File: src/rtl/instr_loader.sv
// Boot-time program loader: streams W-bit words into instruction RAM from
// address 0, verifies a trailing XOR checksum and holds the CPU until a clean load.
module instr_loader #(
  parameter int D = 12,
  parameter int W = 9
) (
  input  logic         clk,
  input  logic         reset,
  input  logic         start,
  input  logic [D:0]   length,
  input  logic         in_valid,
  input  logic [W-1:0] in_data,
  output logic         in_ready,
  output logic         wr_en,
  output logic [D-1:0] wr_addr,
  output logic [W-1:0] wr_data,
  output logic         busy,
  output logic         done,
  output logic         err,
  output logic         cpu_hold
);

  typedef enum logic [1:0] {S_IDLE, S_LOAD, S_CHECK, S_DONE} state_t;

  localparam logic [D:0] DEPTH = {1'b1, {D{1'b0}}};
  localparam logic [D:0] ONE   = {{D{1'b0}}, 1'b1};

  state_t       r_state;
  state_t       w_next;
  logic [D:0]   r_cnt;
  logic [D:0]   r_len;
  logic [W-1:0] r_acc;
  logic         r_err;
  logic         r_wr_en;
  logic [D-1:0] r_wr_addr;
  logic [W-1:0] r_wr_data;

  logic w_start_ok;
  logic w_hs;
  logic w_last;

  assign w_start_ok = start && (r_state == S_IDLE || r_state == S_DONE);
  assign w_hs       = in_valid && in_ready;
  assign w_last     = (r_cnt == r_len - ONE);

  // NOTE: sequential state uses non-blocking (<=) so every register samples
  // pre-edge values; combinational blocks use blocking (=).
  always_ff @(posedge clk) begin
    if (reset) r_state <= S_IDLE;
    else       r_state <= w_next;
  end

  // NOTE: w_next gets a default before the case so no path leaves it unassigned
  // (which would infer a latch).
  always_comb begin
    w_next = r_state;
    case (r_state)
      S_IDLE, S_DONE: begin
        if (w_start_ok) begin
          if (length == '0)        w_next = S_CHECK;
          else if (length > DEPTH) w_next = S_DONE;
          else                     w_next = S_LOAD;
        end
      end
      S_LOAD:  if (w_hs && w_last) w_next = S_CHECK;
      S_CHECK: if (w_hs)           w_next = S_DONE;
      default: w_next = S_IDLE;
    endcase
  end

  // Datapath: counter, checksum accumulator and the registered RAM write port.
  always_ff @(posedge clk) begin
    if (reset) begin
      r_cnt     <= '0;
      r_len     <= '0;
      r_acc     <= '0;
      r_err     <= 1'b0;
      r_wr_en   <= 1'b0;
      r_wr_addr <= '0;
      r_wr_data <= '0;
    end else begin
      r_wr_en <= 1'b0;
      if (w_start_ok) begin
        r_cnt <= '0;
        r_acc <= '0;
        r_len <= length;
        r_err <= (length > DEPTH);
      end else if (r_state == S_LOAD && w_hs) begin
        r_wr_en   <= 1'b1;
        r_wr_addr <= r_cnt[D-1:0];
        r_wr_data <= in_data;
        r_acc     <= r_acc ^ in_data;
        r_cnt     <= r_cnt + ONE;
      end else if (r_state == S_CHECK && w_hs) begin
        r_err <= (in_data != r_acc);
      end
    end
  end

  assign in_ready = (r_state == S_LOAD) || (r_state == S_CHECK);
  assign busy     = in_ready;
  assign done     = (r_state == S_DONE);
  assign err      = r_err;
  // The CPU is released only while sitting in DONE after a clean load.
  assign cpu_hold = !((r_state == S_DONE) && !r_err);
  assign wr_en    = r_wr_en;
  assign wr_addr  = r_wr_addr;
  assign wr_data  = r_wr_data;

endmodule
File: config.mk
export PLATFORM = sky130hd
export DESIGN_NAME = instr_loader
export DESIGN_NICKNAME = d
export VERILOG_FILES = /design/src/rtl/instr_loader.sv
export SDC_FILE = /design/constraint.sdc
export NUM_CORES = 1
export LEC_CHECK = 0
export BUFFER_PORTS_ARGS = -buffer_cell sky130_fd_sc_hd__buf_2
export CAP_MARGIN = 5
export CORE_MARGIN = 2
export CORE_UTILIZATION = 45
export CTS_CLUSTER_DIAMETER = 80
export DETAILED_ROUTE_END_ITERATION = 7
export HOLD_SLACK_MARGIN = 0.08
export PLACE_DENSITY = 0.75
export REMOVE_ABC_BUFFERS = 1
export SETUP_SLACK_MARGIN = 0.05
export SYNTH_ARGS = -nofsm -noshare
export SYNTH_HDL_FRONTEND = slang
export SYNTH_SLANG_ARGS = --single-unit
File: constraint.sdc
create_clock -name clk -period 3 [get_ports clk]
set_clock_uncertainty 0.1 [all_clocks]
set_input_delay 0.3 -clock clk [delete_from_list [all_inputs] [get_ports clk]]
set_output_delay 0.3 -clock clk [all_outputs]
set_load 0.03 [all_outputs]
[Yosys cells after proc, flatten, opt, wreduce, memory -nomap -nowiden]
Index checks and enable logic that the tools add are counted.
Word-level totals
  output and inout bits: 27
  register bits: 60
  input port bits: 26
  logic and storage cells: 50
Operators by class
  $add $sub $neg: 2
  $lt $le $gt $ge: 1
  muxes and demuxes: 10
  equality and inequality tests: 9
  bitwise operators: 2
  reductions and logical operators: 18
Operators by type and width (count)
  $add 13x1->13 const B: 1
  $eq 13x13->1: 1
  $gt 13x13->1 const B: 1
  $logic_not 13->1: 1
  $sub 13x1->13 const B: 1
  $mux 2: 5
  $ne 9x9->1: 1
  $xor 9x9->9: 1
  $ne 2x2->1 const B: 4
  $logic_and 1x1->1: 6
  $pmux 2 s3: 1
  $eq 2x2->1 const B: 2
  $mux 1: 4
  $reduce_and 2->1: 2
  $reduce_or 2->1: 2
  $reduce_and 3->1: 1
  $eq 2x1->1 const B: 1
  $logic_not 1->1: 2
  $logic_not 2->1: 1
  $logic_or 1x1->1: 2
  $reduce_bool 2->1: 1
  $not 1->1: 1

[Longest topological paths before layout]
  depth in word-level cells: 7
  depth in mapped cells: 10
  mapped depth without buffers: 8

[Worst setup path after synthesis]
No wires, ideal clock.
  path type: flip-flop to flip-flop
  start: register r_len[1]
  end: register r_state[1]
  arrival time: 2214 ps
  cell stages (with the launch flop): 11
  path slack: 564 ps
  data required time: 2779 ps
  library setup time: 121 ps
  buffers on the path: 2
  period minus slack after synthesis: 2436 ps
  cell sequence: dfxtp_1 > clkbuf_1 > inv_1 > ha_1 > clkbuf_1 > and2_1 > o21a_1 > o31a_1 > nor4_1 > o211a_1 > mux2_4
On the way
  word-level cells in the longest chain between the ends: 5
Ends and longest elaborated chain
  start: declaration: RTL line 31  | logic [D:0] r_len;
  start signal: assignment: RTL line 86  | r_len <= length;
  $sub 13x1->13: RTL line 44  | assign w_last = (r_cnt == r_len - ONE);
  $eq 13x13->1: RTL line 44
  $logic_and 1x1->1: RTL line 65  | S_LOAD: if (w_hs && w_last) w_next = S_CHECK;
  $ne 2x2->1 (no line)
  $reduce_and 3->1 (no line)
  end signal: assignment: RTL line 50  | else r_state <= w_next;
  end: declaration: RTL line 28  | state_t r_state;
No other way between the ends.
A chain may end at the register's enable or synchronous reset.

[Worst setup path after layout]
  start: register r_len[0]
  end: register r_state[1]
The elaborated chain is that of the path after synthesis.

==> metrics <==
status=complete, no violations; Final ANT Viol Nets=0; vias=2609; CP Class=flop to flop; CP bufs+invs=1; largest family of logic cells by synthesized area=simple AND/OR/NAND/NOR gates; GPL Wtd Cong=0.881; number of CTS-inserted buffers=9; Worst slew margin=0.492; I/O Buffers=52; Syn Std Cell Area=2950 um2; CTS max path bufs=2; Detailed Place HPWL=4.92 mm; htree depth=3; # Post-CTS Setup Buffers=0; mux cell area share after synthesis=0.0152; FILL cells=614; final setup violation count=0; CTS Hold Buffers Added=0; max-slew violations=0; Initial Util=0.465; Data arrival, critical path=2.68 ns; Avg Synthesized Cell Area=7.98 um2; Max FO, Critical Path=9; antenna violations before repair=0; vias in the first global route=between 2000 and 3000; VDD IR max=0.446 mV; die area=7230 um2; Routed wire per std cell=13.5 um; nets=roughly 440; Seq cells post-synth=60; final hold slack=0.106 ns; global-route usage over all layers=0.197; Cell Rows=29; Synth async-reset ratio=0; DR vias/cell=5.27; min cycle time layout=2.54 ns; CTS Sinks=60; max-cap violation count=0; CP cell instances=inv_1, ha_1, and2_1, o21a_1, o31a_1, nor4_1, o211a_1, mux2_4; Clk Latency, worst-skew pair=0.35 ns; Yosys top cell by area=dfxtp_1; Worst setup EP type=flop; CTS tree=built; GR Overflow Total=0; Simple-Gate Fraction of Synth Area=0.249; Hold Fails Final Rpt=0; compound-cell area share of the yosys netlist=0.131; area added between synthesis and finish=16.2%; Syn. warnings=0; fin worst setup slack=0.458 ns; RSZ-0062 raised after global routing=no; Area contributors post-synth=dfxtp_1 41%, nand2_1 10%, xor2_1 9.2%; CP peak stage delay=approximately 0.51 ns; worst setup path startpoint=r_len[0]; register area share after synthesis=0.407; post-synthesis adder-cell area fraction=0.0212; Resized cells post-CTS=0; first-iteration detailed-routing DRC count=108; Tcrit/Tclk final=0.847; Netlist cell types=47; io pins=53; Diodes inserted=0; delay-heaviest family, CP=compound AO/OA/AOI/OAI gates; placed cell count=between 400 and 500; reg-to-reg critical path startpoint=r_len[0]; Hold Path Class=input pin to flop; Worst Max-Slew Pin Slew=0.759 ns; maximum clock rate=0.393 GHz; P_leak=roughly 0.0014 uW; required time of the critical path=approximately 3.1 ns; Placement Setup Slack=0.454 ns; TNS Setup=0 ns; pwr dens=720 nW/um2; drt pass-1 iters=4; Die Ht=85.0 um; cells after synthesis=370; Detailed Route WL=approximately 6.7 mm; Core Box Area=6350 um2; slowest CP cell=dfxtp_1; first-pass GRT wire length=11.4 mm; Cell Count, Final, Fillers Out=495; crit path launch type=flop; XOR/XNOR share of the synthesized area=0.126; largest net degree at the start of global routing=25; Post-synth EDFFs=0; layout cells sized above 1=0.187; min-delay src=length[4]; DRC errors left=0; clk slew on worst S/H paths=about 0.070 ns; ys flop type=dfxtp_1; clock root buffer=clkbuf_8; post-synth top area share=0.407; Die W=85.0 um
## power by group
part	leakage, uW	internal, uW	switching, uW
Clock	0.000104	389	346
Sequential	0.000486	857	82.9
Combinational	0.000831	306	490
Total	0.00142	1550	920
## logic make-up (layout without fill, tap and decap cells)
family | count (synthesis) | in the layout
and+or+nand+nor | 159 | 159
AOI/OAI and AO/OA | 65 | 65
DFF | 60 | 60
xor gates and xnor gates | 41 | 41
buffers and inverters | 36 | 84
adders and majority gates | 5 | 5
muxes | 4 | 4
## placed cells by master (no fill, tap or decap), types with 2 or more instances in the layout
master / Yosys / final
a211o_1: 2 / 2
a211oi_1: 4 / 4
a21oi_1: 45 / 45
a31oi_1: 2 / 2
and2_1: 2 / 2
buf_2: 1 / 52
buf_4: 2 / 4
clkbuf_8: 0 / 9
clkinv_2: 0 / 2
clkinv_4: 0 / 2
dfxtp_1: 60 / 60
ha_1: 5 / 5
inv_1: 12 / 12
inv_6: 0 / 2
mux2i_1: 3 / 3
nand2_1: 79 / 79
nand2b_1: 4 / 4
nand3_1: 7 / 7
nand4_1: 7 / 7
nor2_1: 34 / 34
nor2b_1: 2 / 2
nor3_1: 2 / 2
nor4_1: 9 / 9
o21a_1: 2 / 2
o21ai_0: 2 / 2
or3_1: 3 / 3
xnor2_1: 9 / 9
xor2_1: 31 / 31
## synthesized netlist by cell type, drive strengths merged, types with 4 or more instances
library cell,instances
nor4,10
inv,12
clkbuf,19
nand4,7
buf,5
a211oi,4
xnor2,9
nor2,34
xor2,31
nand3,7
dfxtp,60
nand2b,4
a21oi,45
ha,5
nand2,79
## sequential cells by signal (all words and copies together), names as in the netlist
name	cells
r_cnt	13
r_len	13
wr_addr	12
r_acc	9
wr_data	9
r_state	2
err	1
wr_en	1
## per-stage QoR
| step | cell area, um2 | util | power, uW |
|---|---|---|---|
| after floorplan | 2850 | - | 1530 |
| after global placement | 3230 | 0.509 | 1730 |
| after detailed placement | 3230 | 0.509 | 1760 |
| after CTS | 3430 | 0.541 | 2490 |
| after global routing | 3430 | 0.541 | 2630 |
| final | 3430 | 0.541 | 2470 |
## worst paths after layout
path	slack [ns]	cells past startpoint	end
max	0.46	8	r_state[1]
min	0.11	3	r_len[4]
max reg2reg	0.46	8	r_state[1]
min reg2reg	0.35	2	wr_addr[9]
## layer usage
metal | vias up | global-route usage | wire length [um]
met5 | - | 0 | 0
met4 | 0 | 0.0909 | 150
met3 | 14 | 0.0418 | 306
met2 | 56 | 0.327 | 3250
met1 | 1214 | 0.243 | 2970
li1 | 1325 | - | -
## layout make-up
cell class                      count  area, um2  area share
Tap cell                           77       96.3      0.0281
Clock buffer                        9        124      0.0361
Multi-Input combinational cell    274       1600       0.466
Clock inverter                      7       75.1      0.0219
Timing Repair Buffer               56        290      0.0845
Inverter                           12       45.0      0.0131
Sequential cell                    60       1200       0.350
## worst min-delay path, delay by kind of cell
kind	cells	cell delay [ns]
AO/OA/AOI/OAI	1	0.05
buffers and inverters	1	0.10
AND/OR/NAND/NOR	1	0.05
(Power assumes the default switching activity.)
